==> config.mk <==
export PLATFORM = sky130hd
export DESIGN_NAME = vram_frame_sequencer
export DESIGN_NICKNAME = d
export VERILOG_FILES = /design/src/rtl/vram_pkg.sv /design/src/rtl/vram_frame_sequencer_scheduler.sv /design/src/rtl/vram_frame_sequencer.sv
export SDC_FILE = /design/constraint.sdc
export NUM_CORES = 1
export LEC_CHECK = 0
export ABC_AREA = 0
export ABC_CLOCK_PERIOD_IN_PS = 1940
export CORE_ASPECT_RATIO = 1.25
export CORE_UTILIZATION = 30
export DETAILED_ROUTE_END_ITERATION = 8
export HOLD_SLACK_MARGIN = 0.03
export MAX_ROUTING_LAYER = met4
export PLACE_DENSITY = 0.63
export SLEW_MARGIN = 20
export SYNTH_ARGS = -nofsm -noshare
export SYNTH_HDL_FRONTEND = slang
export SYNTH_SLANG_ARGS = --single-unit
==> constraint.sdc <==
create_clock -name clk -period 1.94 [get_ports clk]
set_clock_uncertainty 0.15 [all_clocks]
set_input_delay 0.582 -clock clk [delete_from_list [all_inputs] [get_ports clk]]
set_output_delay 0.582 -clock clk [all_outputs]
set_load 0.05 [all_outputs]
==> src/rtl/vram_pkg.sv <==
`default_nettype none
// ============================================================================
// Module      : vram_pkg
// Description : Constants shared by the frame BRAM wrappers and the frame
//               sequencer: image geometry, BRAM address width, frame index
//               width and screen coordinate width, plus the frame-wrap helper.
// Revision    : 1.0 - initial release
// ============================================================================
package vram_pkg;

    localparam int IMG_W       = 128;  // image width in image pixels
    localparam int IMG_H       = 128;  // image height in image pixels
    localparam int IMG_ADDR_W  = 14;   // {img_y[6:0], img_x[6:0]}
    localparam int FRAME_IDX_W = 4;    // up to 16 frame BRAMs
    localparam int SCREEN_W    = 10;   // VGA pixel coordinate width

    // Next animation frame, wrapping after the last BRAM of the bank.
    function automatic logic [FRAME_IDX_W-1:0] next_frame(
        input logic [FRAME_IDX_W-1:0] idx,
        input int                     num_frames
    );
        if (idx == FRAME_IDX_W'(num_frames - 1)) begin
            return '0;
        end
        return idx + FRAME_IDX_W'(1);
    endfunction

endpackage : vram_pkg
`default_nettype wire

==> src/rtl/vram_frame_sequencer_scheduler.sv <==
`default_nettype none
// ============================================================================
// Module      : frame_scheduler
// Description : Chooses which animation frame is displayed. The index only
//               moves on a frame_start pulse, so a frame is never torn.
//               Auto-advance holds each frame HOLD_FRAMES display frames;
//               while paused, any number of step pulses collapse into a
//               single advance on the next frame_start.
// Ports       : clk, rst_n        - clock, async active-low reset
//               frame_start_i     - one-cycle pulse at start of vblank
//               play_i            - level, 1 = auto-advance
//               step_i            - one-cycle single-step request
//               frame_index_o     - currently displayed frame
// Revision    : 1.0 - initial release
// ============================================================================
module frame_scheduler
    import vram_pkg::*;
#(
    parameter int NUM_FRAMES  = 12,
    parameter int HOLD_FRAMES = 6
) (
    input  logic                   clk,
    input  logic                   rst_n,
    input  logic                   frame_start_i,
    input  logic                   play_i,
    input  logic                   step_i,
    output logic [FRAME_IDX_W-1:0] frame_index_o
);

    logic [7:0]             hold_cnt_q,     hold_cnt_d;
    logic                   step_pending_q, step_pending_d;
    logic [FRAME_IDX_W-1:0] frame_q,        frame_d;

    always_comb begin
        hold_cnt_d     = hold_cnt_q;
        step_pending_d = step_pending_q;
        frame_d        = frame_q;
        if (frame_start_i) begin
            if (play_i) begin
                if (hold_cnt_q == 8'(HOLD_FRAMES - 1)) begin
                    hold_cnt_d = '0;
                    frame_d    = next_frame(frame_q, NUM_FRAMES);
                end else begin
                    hold_cnt_d = hold_cnt_q + 8'd1;
                end
            end else if (step_pending_q || step_i) begin
                // A step arriving on the frame_start cycle itself counts too.
                frame_d        = next_frame(frame_q, NUM_FRAMES);
                step_pending_d = 1'b0;
            end
        end else if (step_i && !play_i) begin
            step_pending_d = 1'b1;
        end
    end

    always_ff @(posedge clk or negedge rst_n) begin
        if (!rst_n) begin
            hold_cnt_q     <= '0;
            step_pending_q <= 1'b0;
            frame_q        <= '0;
        end else begin
            hold_cnt_q     <= hold_cnt_d;
            step_pending_q <= step_pending_d;
            frame_q        <= frame_d;
        end
    end

    assign frame_index_o = frame_q;

endmodule : frame_scheduler
`default_nettype wire

==> src/rtl/vram_frame_sequencer.sv <==
`default_nettype none
// ============================================================================
// Module      : vram_frame_sequencer
// Description : Maps VGA pixel coordinates into a scaled, positioned
//               128x128 image window, drives the shared frame-BRAM address
//               and a one-hot read enable, and muxes the selected BRAM bit
//               back as the pixel stream. Latency pixel_x/y -> pixel_out_o
//               is 3 clocks (address reg, BRAM read, output reg).
// Ports       : clk, rst_n            - clock, async active-low reset
//               pixel_x_i/pixel_y_i   - screen coordinates
//               video_on_i            - active display region
//               frame_start_i         - start-of-vblank pulse
//               play_i / step_i       - animation control
//               frame_pixel_i         - BRAM outputs, bit i = frame i
//               bram_address_o        - shared BRAM address
//               bram_read_enable_o    - one-hot (or zero) read enables
//               frame_index_o         - displayed frame
//               pixel_out_o           - pixel to the colour stage
//               pixel_valid_o         - pixel_out_o came from a BRAM
// Revision    : 1.0 - initial release
// ============================================================================
module vram_frame_sequencer
    import vram_pkg::*;
#(
    parameter int                  NUM_FRAMES  = 12,
    parameter int                  HOLD_FRAMES = 6,
    parameter int                  SCALE_SHIFT = 2,
    parameter logic [SCREEN_W-1:0] ORIGIN_X    = 10'd64,
    parameter logic [SCREEN_W-1:0] ORIGIN_Y    = 10'd0,
    parameter logic                BG_VALUE    = 1'b0
) (
    input  logic                   clk,
    input  logic                   rst_n,
    input  logic [SCREEN_W-1:0]    pixel_x_i,
    input  logic [SCREEN_W-1:0]    pixel_y_i,
    input  logic                   video_on_i,
    input  logic                   frame_start_i,
    input  logic                   play_i,
    input  logic                   step_i,
    input  logic [NUM_FRAMES-1:0]  frame_pixel_i,
    output logic [IMG_ADDR_W-1:0]  bram_address_o,
    output logic [NUM_FRAMES-1:0]  bram_read_enable_o,
    output logic [FRAME_IDX_W-1:0] frame_index_o,
    output logic                   pixel_out_o,
    output logic                   pixel_valid_o
);

    logic [FRAME_IDX_W-1:0] frame_index;

    frame_scheduler #(
        .NUM_FRAMES  (NUM_FRAMES),
        .HOLD_FRAMES (HOLD_FRAMES)
    ) u_frame_scheduler (
        .clk           (clk),
        .rst_n         (rst_n),
        .frame_start_i (frame_start_i),
        .play_i        (play_i),
        .step_i        (step_i),
        .frame_index_o (frame_index)
    );

    // ---------------- stage 0: window mapping ----------------
    logic [SCREEN_W-1:0] dx, dy, dx_s, dy_s;
    logic                in_window;

    assign dx   = pixel_x_i - ORIGIN_X;
    assign dy   = pixel_y_i - ORIGIN_Y;
    assign dx_s = dx >> SCALE_SHIFT;
    assign dy_s = dy >> SCALE_SHIFT;

    // The >= tests reject left/above the origin, where dx/dy wrap to large values.
    assign in_window = video_on_i
                    && (pixel_x_i >= ORIGIN_X) && (pixel_y_i >= ORIGIN_Y)
                    && (dx_s < SCREEN_W'(IMG_W)) && (dy_s < SCREEN_W'(IMG_H));

    // ---------------- pipeline registers ----------------
    logic [IMG_ADDR_W-1:0]  addr_q,  addr_d;
    logic [NUM_FRAMES-1:0]  ren_q,   ren_d;
    logic [FRAME_IDX_W-1:0] sel1_q;
    logic                   v1_q, pix2_q, v2_q, pix3_q, v3_q;
    logic                   pix_sel;

    // Address holds outside the window so the BRAM bus stays quiet.
    assign addr_d = in_window ? {dy_s[6:0], dx_s[6:0]} : addr_q;
    assign ren_d  = in_window ? (NUM_FRAMES'(1) << frame_index) : '0;

    // Mux uses the frame captured with the pixel, not the live index, so
    // pixels in flight across a frame change finish on their own frame.
    always_comb begin
        pix_sel = BG_VALUE;
        for (int i = 0; i < NUM_FRAMES; i++) begin
            if (sel1_q == FRAME_IDX_W'(i)) begin
                pix_sel = frame_pixel_i[i];
            end
        end
    end

    always_ff @(posedge clk or negedge rst_n) begin
        if (!rst_n) begin
            addr_q <= '0;
            ren_q  <= '0;
            sel1_q <= '0;
            v1_q   <= 1'b0;
            pix2_q <= BG_VALUE;
            v2_q   <= 1'b0;
            pix3_q <= BG_VALUE;
            v3_q   <= 1'b0;
        end else begin
            addr_q <= addr_d;
            ren_q  <= ren_d;
            sel1_q <= frame_index;
            v1_q   <= in_window;
            pix2_q <= pix_sel;
            v2_q   <= v1_q;
            pix3_q <= v2_q ? pix2_q : BG_VALUE;
            v3_q   <= v2_q;
        end
    end

    assign bram_address_o     = addr_q;
    assign bram_read_enable_o = ren_q;
    assign frame_index_o      = frame_index;
    assign pixel_out_o        = pix3_q;
    assign pixel_valid_o      = v3_q;

endmodule : vram_frame_sequencer
`default_nettype wire

==> metrics.md <==
| Metric | Value |
|---|---|
| Seq pwr share | `0.369` |
| GRT Util Overall | `0.134` |
| Endpoints failing hold | `0` |
| Reg2reg path depth | `5` |
| Die Wd | `76.4 µm` |
| Latest clock arrival within the worst-skew pair | `0.30 ns` |
| Total power | `4010 µW` |
| Finished Layout Cells | `roughly 340` |
| Mapped Cells | `157` |
| TritonRoute pass-1 iters | `4` |
| Main synth FF type | `dfrtp_1` |
| Synth Area in Adders | `0.0603` |
| Number of global-route vias before repair | `1580` |
| Syn_area_per_cell | `around 13 µm²` |
| Sequential area share after synthesis | `0.579` |
| Routability congestion estimate | `0.788` |
| Drt first-iter violations | `45` |
| Die Height | `95.0 µm` |
| RSZ-0062 raised after global routing | `true` |
| P_leak | `0.00172 µW` |
| Sw power | `1380 µW` |
| CTS tree | `built` |
| R2R Path End | `u_frame_scheduler.frame_index_o[3]$_DFFE_PN0P_` |
| Post-synthesis mux area share | `0.113` |
| Total Wirelength | `4200 µm` |
| Synthesis-to-layout area growth | `74.5%` |
| Antenna Cells | `0` |
| Largest family of logic cells by synthesized area | `simple AND/OR/NAND/NOR gates` |
| Logic pwr share | `0.424` |
| Largest cells by area after synthesis | `dfrtp_1, mux2_2, ha_1` |
| IO Pins | `70` |
| Worst-Margin Slew | `0.349 ns` |
| Final Cycle Share | `1.07` |
| CTS buffer count | `5` |
| Simple-gate share of the synthesized area | `0.142` |
| H-Tree Depth | `2` |
| Initial antenna violation count | `0` |
| First-pass GRT wire length | `7330 µm` |
| Max-slew violations | `0` |
| Distinct cells, synth | `33` |
| Flops & latches, synth | `48` |
| Max Cap Viol | `0` |
| Initial Util | `0.314` |
| Rel. slew slack | `0.767` |
| Synth warn | `0` |
| Worst path required time | `1.98 ns` |
| Critical Path Sink Type | `flip-flop` |
| Row count | `33` |
| DR vias/cell | `~4.5` |
| Final ANT Viol Nets | `0` |
| Clock buffer depth | `2` |
| Hold crit path type | `input port to async pin` |
| Final worst path period need | `2.07 ns` |
| EDFF count, synth | `0` |
| Clk pwr share | `0.206` |
| Hold slack final | `0.107 ns` |
| Nets@finish | `around 300` |
| Fmax | `482 MHz` |
| Post-detailed-placement half-perimeter wirelength | `3040 µm` |
| Core Area | `about 0.0066 mm²` |
| Power Dens Cells | `1110 mW/mm²` |
| Worst VDD drop | `654 µV` |
| Buffers on Ports | `67` |
| Critical path type | `input port to flip-flop` |
| Leading cell type in the layout, fill and taps excluded | `dfrtp_1` |
| CTS root buf | `clkbuf_8` |
| Mapped Area | `0.00207 mm²` |
| Failing checks | `setup timing` |
| Top cell type's share of synthesized area | `0.579` |
| Fraction of registers with async set/reset | `1.00` |
| Post-synthesis compound-gate area fraction | `0.0452` |
| CP Max Fanout | `6` |
| Wirelength per Cell | `between 10 and 15 µm` |
| Clock-pin slew on the worst setup and hold paths | `about 0.090 ns` |
| FF-to-FF setup slack | `0.17 ns` |
| Syn Nets | `205` |
| GRT Residual Overflow | `0` |
| Placed insts | `322` |
| Layout cells sized above 1 | `0.384` |
| Most frequent cells in the layout | `dfrtp_1, buf_12, clkdlybuf4s50_1` |
| Status | `finished, violations left` |
| Cell taking the most area after synthesis | `dfrtp_1` |
| Endpoints failing setup | `26` |
| Element type at the critical path start | `input port` |
| Pin count of the biggest net entering global routing | `about 50` |
| Cell Int Power | `2630 µW` |
| Number of hold buffers added after CTS | `0` |
| Die area | `0.00725 mm²` |
| R2R Path Start | `u_frame_scheduler.hold_cnt_q[6]$_DFFE_PN0P_` |
| Vias | `roughly 1.5k` |
| Net switching fraction of the power | `0.345` |
| Worst EP arrival | `2.12 ns` |
| Setup ws final | `-0.135 ns` |
| DRC | `0` |
| Post-Synth XOR/XNOR Area | `0.0338` |
| CTS Sinks | `48` |
-- logic make-up after synthesis --
logic type	Yosys count
XOR/XNOR	8
multiplexers	18
AND/OR/NAND/NOR	47
buffers and inverters	12
flip-flops	48
AO/OA/AOI/OAI	14
adder cells (fa/ha/maj)	10
-- synthesized netlist by cell type (3+ instances only) --
master / n
a21oi_1: 5
xor2_1: 3
inv_1: 9
mux2_2: 13
nor3_1: 3
and2_1: 3
nor2_1: 5
ha_1: 10
mux4_2: 3
dfrtp_1: 48
and3_1: 13
nand2_1: 9
xnor2_1: 5
o21ai_0: 4
-- what timing repair did --
action | 4_1_cts | 5_1_grt
buffers inserted | 4 | 4
cloned | 2 | 0
gates resized for setup | 47 | 8
pin swaps | 8 | 3
setup endpoints to repair | 28 | 27
-- power groups by stage --
stage	combinational [µW]	clock, µW	sequential [µW]
floorplan	468	0	1820
global placement	1640	0	1500
detailed placement	1660	0	1500
CTS	1710	847	1490
global route	1810	900	1520
finish	1700	828	1480
-- final cells by class --
class                           instances  area [µm²]
Clock buffer                            5        68.8
Clock inverter                          2        60.1
Fill cell                             572        2990
Inverter                                9        46.3
Multi-Input combinational cell         97         931
Sequential cell                        48        1200
Tap cell                               87         109
Timing Repair Buffer                   89        1200
-- critical path, stage by stage --
cell and delay (ns):
buf_12 0.11, inv_12 0.04, ha_4 0.11, nor4b_4 0.24
a2111oi_4 0.12, nor4b_4 0.31, buf_4 0.18, buf_12 0.12
mux2_4 0.29
-- stage by stage --
step / TNS [ns] / util / cell area, µm² / worst slack, ns
global route: -3.42 / 0.548 / 3620 / -0.162
finish: -2.48 / 0.548 / 3620 / -0.135
CTS: -1.74 / 0.542 / 3580 / -0.107
global placement: -24.79 / 0.506 / 3350 / -0.909
floorplan: -7.49 / - / 2140 / -0.419
detailed placement: -26.85 / 0.506 / 3350 / -0.982
-- sequential cells by signal, indices dropped and copies added (netlist names) --
register,cells
u_frame_scheduler.frame_index_o,4
u_frame_scheduler.hold_cnt_q,8
pix2_q,1
v1_q,1
bram_read_enable_o,12
sel1_q,4
u_frame_scheduler.step_pending_q,1
pixel_valid_o,1
pixel_out_o,1
v2_q,1
bram_address_o,14
-- worst max-delay path by stage --
stage / from / endpoint / slack [ns]
4_1_cts: pixel_x_i[7] / bram_address_o[4]$_DFFE_PN0P_ / -0.11
3_5_place_dp: pixel_x_i[7] / bram_address_o[11]$_DFFE_PN0P_ / -0.98
5_1_grt: pixel_x_i[7] / bram_address_o[11]$_DFFE_PN0P_ / -0.16
2_1_floorplan: pixel_x_i[7] / bram_address_o[10]$_DFFE_PN0P_ / -0.42
3_3_place_gp: pixel_x_i[7] / bram_address_o[11]$_DFFE_PN0P_ / -0.91
6_report: pixel_x_i[7] / bram_address_o[11]$_DFFE_PN0P_ / -0.13
-- layer usage --
metal / part of all wire / track usage / wire length (µm)
met1: 0.39 / 0.146 / 1640
met3: 0.062 / 0.0406 / 261
met5: 0 / - / 0
met4: 0.013 / 0.0385 / 53
met2: 0.53 / 0.235 / 2250
Note: power is estimated with default switching activity, not from simulation.
